<file path="src/rtl/run_ctrl_if.sv">
// run_ctrl_if -- button inputs and step-control outputs of the running-light
// controller.
//   key_speed, key_dir, key_pause : active-low raw button pins (asynchronous)
//   step_tick                     : one-cycle pulse, advance pattern one position
//   dir                           : 0 = shift toward MSB, 1 = shift toward LSB
//   speed_lvl                     : current speed level 0..3
//   running                       : 1 = RUN, 0 = PAUSE
// master drives the buttons and observes the outputs; slave is the controller.
interface run_ctrl_if;
  logic       key_speed;
  logic       key_dir;
  logic       key_pause;
  logic       step_tick;
  logic       dir;
  logic [1:0] speed_lvl;
  logic       running;

  modport master (
    output key_speed, key_dir, key_pause,
    input  step_tick, dir, speed_lvl, running
  );

  modport slave (
    input  key_speed, key_dir, key_pause,
    output step_tick, dir, speed_lvl, running
  );
endinterface

</file>
<file path="src/rtl/run_ctrl.sv">
// run_ctrl -- running-light step controller.
// Three active-low buttons are synchronized and debounced into single press
// events: speed cycles the step rate through 1x/2x/4x/8x, dir flips the shift
// direction, pause toggles a RUN/PAUSE mode FSM. While running, a period
// counter issues a one-cycle step_tick every (STEP_BASE+1) >> speed_lvl cycles.
// Ports:
//   sys_clk : system clock, all state changes on its rising edge
//   sys_rst : asynchronous active-high reset
//   bus     : run_ctrl_if.slave (buttons in; step_tick/dir/speed_lvl/running out)
module run_ctrl #(
  parameter logic [19:0] DEB_MAX   = 20'd999_999,
  parameter logic [24:0] STEP_BASE = 25'd24_999_999
) (
  input  logic     sys_clk,
  input  logic     sys_rst,
  run_ctrl_if.slave bus
);

  localparam int KEYS      = 3;
  localparam int KEY_SPEED = 0;
  localparam int KEY_DIR   = 1;
  localparam int KEY_PAUSE = 2;

  localparam logic [24:0] STEP_PER = STEP_BASE + 25'd1;

  typedef enum logic {
    PAUSE = 1'b0,
    RUN   = 1'b1
  } mode_e;

  logic [KEYS-1:0] keys_n;
  logic [KEYS-1:0] meta_q, meta_d;
  logic [KEYS-1:0] sync_q, sync_d;
  logic [19:0]     deb_q [KEYS];
  logic [19:0]     deb_d [KEYS];
  logic [KEYS-1:0] press;

  mode_e       state_q, state_d;
  logic [24:0] tick_cnt_q, tick_cnt_d;
  logic [24:0] per_m1;
  logic        wrap;
  logic        step_tick_q, step_tick_d;
  logic        dir_q, dir_d;
  logic [1:0]  speed_lvl_q, speed_lvl_d;

  assign keys_n = {bus.key_pause, bus.key_dir, bus.key_speed};

  // Synchronizer and debounce: a press fires once, on the edge where the
  // stable-low count reaches DEB_MAX; saturating there blocks repeats until
  // the key is seen released.
  always_comb begin
    meta_d = keys_n;
    sync_d = meta_q;
    press  = '0;
    for (int k = 0; k < KEYS; k++) begin
      deb_d[k] = deb_q[k];
      if (sync_q[k]) begin
        deb_d[k] = '0;
      end else if (deb_q[k] < DEB_MAX) begin
        deb_d[k] = deb_q[k] + 20'd1;
        press[k] = (deb_q[k] == DEB_MAX - 20'd1);
      end
    end
  end

  // Mode FSM: only a pause event moves it, in either direction.
  always_comb begin
    state_d = state_q;
    if (press[KEY_PAUSE]) begin
      case (state_q)
        RUN:     state_d = PAUSE;
        PAUSE:   state_d = RUN;
        default: state_d = RUN;
      endcase
    end
  end

  // Period counter and action registers. The wrap decision uses the mode
  // before any same-edge pause event, so a pause landing on a wrap still
  // emits that pulse. A speed event restarts the period and suppresses the
  // pulse even when it coincides with a wrap.
  always_comb begin
    per_m1      = (STEP_PER >> speed_lvl_q) - 25'd1;
    wrap        = (state_q == RUN) && (tick_cnt_q == per_m1);
    tick_cnt_d  = tick_cnt_q;
    step_tick_d = 1'b0;
    dir_d       = dir_q;
    speed_lvl_d = speed_lvl_q;

    if (state_q == RUN) begin
      tick_cnt_d = wrap ? 25'd0 : tick_cnt_q + 25'd1;
    end

    if (press[KEY_SPEED]) begin
      speed_lvl_d = speed_lvl_q + 2'd1;
      tick_cnt_d  = 25'd0;
    end else begin
      step_tick_d = wrap;
    end

    if (press[KEY_DIR]) begin
      dir_d = ~dir_q;
    end
  end

  always_ff @(posedge sys_clk or posedge sys_rst) begin
    if (sys_rst) begin
      meta_q      <= '1;
      sync_q      <= '1;
      for (int k = 0; k < KEYS; k++) begin
        deb_q[k] <= '0;
      end
      state_q     <= RUN;
      tick_cnt_q  <= '0;
      step_tick_q <= 1'b0;
      dir_q       <= 1'b0;
      speed_lvl_q <= 2'd0;
    end else begin
      meta_q      <= meta_d;
      sync_q      <= sync_d;
      for (int k = 0; k < KEYS; k++) begin
        deb_q[k] <= deb_d[k];
      end
      state_q     <= state_d;
      tick_cnt_q  <= tick_cnt_d;
      step_tick_q <= step_tick_d;
      dir_q       <= dir_d;
      speed_lvl_q <= speed_lvl_d;
    end
  end

  assign bus.step_tick = step_tick_q;
  assign bus.dir       = dir_q;
  assign bus.speed_lvl = speed_lvl_q;
  assign bus.running   = (state_q == RUN);

endmodule

</file>
<file path="src/flat_wrapper.sv">
// flat-port wrapper written by rule: the top's interface ports become plain ports
module run_ctrl_flat 
#(
  parameter logic [19:0] DEB_MAX   = 20'd999_999,
  parameter logic [24:0] STEP_BASE = 25'd24_999_999
)
  (sys_clk, sys_rst, bus_key_speed, bus_key_dir, bus_key_pause, bus_step_tick, bus_dir, bus_speed_lvl, bus_running);
  run_ctrl_if bus_i ();
  input  logic sys_clk;
  input  logic sys_rst;
  input wire logic [$bits(bus_i.key_speed)-1:0] bus_key_speed;
  input wire logic [$bits(bus_i.key_dir)-1:0] bus_key_dir;
  input wire logic [$bits(bus_i.key_pause)-1:0] bus_key_pause;
  output wire logic [$bits(bus_i.step_tick)-1:0] bus_step_tick;
  output wire logic [$bits(bus_i.dir)-1:0] bus_dir;
  output wire logic [$bits(bus_i.speed_lvl)-1:0] bus_speed_lvl;
  output wire logic [$bits(bus_i.running)-1:0] bus_running;
  assign bus_i.key_speed = bus_key_speed;
  assign bus_i.key_dir = bus_key_dir;
  assign bus_i.key_pause = bus_key_pause;
  assign bus_step_tick = bus_i.step_tick;
  assign bus_dir = bus_i.dir;
  assign bus_speed_lvl = bus_i.speed_lvl;
  assign bus_running = bus_i.running;
  run_ctrl #(.DEB_MAX(DEB_MAX), .STEP_BASE(STEP_BASE)) u_core (.sys_clk(sys_clk), .sys_rst(sys_rst), .bus(bus_i));
endmodule
</file>
<file path="config.mk">
export PLATFORM = sky130hd
export DESIGN_NAME = run_ctrl_flat
export DESIGN_NICKNAME = d
export VERILOG_FILES = /design/src/rtl/run_ctrl_if.sv /design/src/rtl/run_ctrl.sv /design/src/flat_wrapper.sv
export SDC_FILE = /design/constraint.sdc
export NUM_CORES = 1
export LEC_CHECK = 0
export BUFFER_PORTS_ARGS = -buffer_cell sky130_fd_sc_hd__buf_2
export CORE_MARGIN = 2
export CORE_UTILIZATION = 57
export DETAILED_ROUTE_END_ITERATION = 8
export PLACE_DENSITY = 0.73
export SLEW_MARGIN = 15
export SYNTH_ARGS = -nofsm -noshare
export SYNTH_HDL_FRONTEND = slang
export SYNTH_SLANG_ARGS = --single-unit
export TNS_END_PERCENT = 50
</file>
<file path="constraint.sdc">
create_clock -name sys_clk -period 2.9 [get_ports sys_clk]
set_input_delay 0.29 -clock sys_clk [delete_from_list [all_inputs] [get_ports sys_clk]]
set_output_delay 0.29 -clock sys_clk [all_outputs]
set_load 0.005 [all_outputs]
</file>
==> impl_metrics.tcl <==
set metrics [dict create \
    status "complete, no violations" \
    finalSetupViolations 0 \
    ys_warn_count 0 \
    drv_slew 0 \
    dr.pass1.iters 4 \
    rows 34 \
    routed_wl_um 10300 \
    slew_headroom 0.327 \
    power_density_mw_per_mm2 445 \
    syn_avg_cell_area_um2 9.50 \
    drive_above_1_share 0.0802 \
    rrSetupSlack_ns 0.24 \
    hold_ws_ns 0.0163 \
    final_cell_mix "90 x nor2_1, 89 x dfrtp_1, 44 x xor2_1" \
    fin_nets 576 \
    cts_setup_buffers 0 \
    gp_congestion 0.854 \
    insertion_delay_ns 0.37 \
    synthFlopType "dfrtp_1" \
    worst_setup_path_start_kind "flop" \
    synth.mux.area_fraction 0.00216 \
    initial_utilization 0.593 \
    post-dp-hpwl_um 7000 \
    drtIter0Drc 177 \
    fp.dieArea_mm2 0.00995 \
    via_count 3992 \
    worstPathRequired_ns 3.15 \
    antenna_found_initial 0 \
    synth_compound_area_frac 0.0778 \
    syn-cell-area_mm2 0.00522 \
    critPathMaxStageDelay_ns 0.59 \
    grt_max_degree 69 \
    endpoint_kind "flop" \
    grt_pass1_vias 3743 \
    min_period_over_period 0.918 \
    synth-edff-count 0 \
    path_buf_inv 3 \
    core_mm2 0.00881 \
    ir_drop_mv 0.270 \
    ant_nets 0 \
    crit_chain "inv_2 -> ha_1 -> inv_1 -> ha_1 -> xnor2_1 -> nor4_1 -> o21ai_0 -> or4_1 -> nand2_1 -> buf_12 -> o21ai_0" \
    wl_per_cell_um 15.4 \
    ys_async_sr_fraction 1.00 \
    fp.dieW_um 99.7 \
    path_class "flop to flop" \
    synth-adder-area-share 0.0359 \
    drcViolationCount 0 \
    finalSetupTns_ns 0 \
    dp.cells 652 \
    synth_top_family_by_area "simple AND/OR/NAND/NOR gates" \
    netlist-cell-type-count 52 \
    cp_top_family "simple AND/OR/NAND/NOR gates" \
    instances_no_fill 669 \
    ios 10 \
    leakagePower_nw 2.44 \
    rsz0062_at_grt "false" \
    cts_buffer_depth 2 \
    hold_viol 0 \
    cts_tree "yes" \
    synth_cells 550 \
    path_clk_slew_ns 0.09 \
    max_freq_mhz 376 \
    multiInputGateArea_mm2 0.00267 \
    syn_to_final_growth_pct 7.98 \
    crit_arrival_ns 2.91 \
    diodes 0 \
    cts.htree.levels 3 \
    cts_buffers 9 \
    post-route-util 0.641 \
    tightest_slew_ns 1.00 \
    yosys.area_share.simple 0.260 \
    hold_class "input port to flop" \
    critPathSlowestCell "or4_1" \
    ys_seq_elements 96 \
    seqCellArea_mm2 0.00241 \
    grt_pass1_wl_um 17900 \
    layout_commonest_cell "nor2_1" \
    grt_usage 0.221 \
    ys_seq_area_frac 0.462 \
    worstPathMaxFanout 24 \
    period_needed_ns 2.66 \
    synthesis.nets 570 \
    io_buffer_count 9 \
    skew_ns 0.0147 \
    die_h_um 99.7 \
    max_cap_violations 0 \
    clock_tree.root_cell "clkbuf_8" \
    grt_overflow 0 \
    fillers 732 \
    synthXorXnorAreaFrac 0.134 \
    cts.sinks 96 \
    routed_via_density 5.97 \
]
## cell families after synthesis
| kind of cell | after synthesis |
|---|---|
| XOR/XNOR | 80 |
| buffers and inverters | 38 |
| AO/OA/AOI/OAI | 54 |
| AND/OR/NAND/NOR | 266 |
| flip-flops | 96 |
| adder cells (fa/ha/maj) | 15 |
| multiplexers | 1 |
## synthesized netlist by cell type, types with 2 or more instances
master	n	share of area
a211oi_1	4	0.0057
a311oi_1	2	0.0034
nand4_1	19	0.023
o2111ai_1	3	0.0050
inv_1	19	0.014
xor2_1	44	0.074
dfrtp_1	89	0.43
buf_1	2	0.0014
o31ai_1	2	0.0029
o21ai_0	14	0.013
a31oi_1	3	0.0036
nand4b_1	2	0.0034
xnor2_1	36	0.060
ha_1	15	0.036
nor4b_1	6	0.010
nor2_1	90	0.065
a21oi_1	9	0.0086
clkbuf_1	15	0.011
nand3_1	38	0.036
nor4_1	14	0.017
or3_1	10	0.012
a41oi_1	2	0.0034
nand2_1	30	0.022
nor3b_1	3	0.0043
nand2b_1	5	0.0060
dfstp_2	7	0.035
and4_1	4	0.0067
nor3_1	18	0.017
and3_1	18	0.022
or4_1	2	0.0029
o22ai_1	4	0.0048
## cell type report
type	instances	area share
multi-input combinational	416	0.472
tap	108	0.0240
timing repair buffer	14	0.0195
clock inverter	5	0.0184
clock buffer	11	0.0251
sequential	96	0.427
inverter	19	0.0131
## sequential cells by signal, summed over array words and instances (netlist names)
register	cells
u_core.bus.dir	1
u_core.bus.running	1
u_core.bus.speed_lvl	2
u_core.bus.step_tick	1
u_core.deb_q	60
u_core.meta_q	3
u_core.sync_q	3
u_core.tick_cnt_q	25
## where the power goes
group	internal, mW	switching, mW
Combinational	0.0189	0.0384
Sequential	1.36	0.0272
Clock	0.597	0.470
Total	1.97	0.536
## worst paths after layout
check                                  endpoint  cells after the start               startpoint
max                        u_core.tick_cnt_q[2]                     11  u_core.bus.speed_lvl[0]
min                            u_core.meta_q[1]                      1              bus_key_dir
max reg2reg                u_core.tick_cnt_q[2]                     11  u_core.bus.speed_lvl[0]
min reg2reg                    u_core.sync_q[1]                      0         u_core.meta_q[1]
max in group asynchronous    u_core.bus.running                      4                  sys_rst
min in group asynchronous      u_core.deb_q[52]                      3                  sys_rst
## through the flow
| step | area (um2) | total power [mW] | setup slack (ns) |
|---|---|---|---|
| floorplan | 5220 | 1.44 | 0.116 |
| global route | 5640 | 2.60 | 0.0123 |
| global placement | 5390 | 1.46 | 0.350 |
| CTS | 5640 | 2.53 | 0.187 |
| finish | 5640 | 2.51 | 0.238 |
| detailed placement | 5390 | 1.47 | 0.206 |
## timing repair
item | CTS | global route
setup endpoints to repair | 0 | 20
hold buffers | 1 | 0
resized for setup | 0 | 1
hold endpoints to repair | 23 | 0
## metal layers
metal / global-route usage / vias to the layer above / routed length [um]
li1: - / 1939 / -
met1: 0.313 / 1981 / 4930
met2: 0.348 / 57 / 4920
met3: 0.0387 / 15 / 282
met4: 0.0759 / 0 / 171
met5: 0 / - / 0
(Power assumes the default switching activity.)
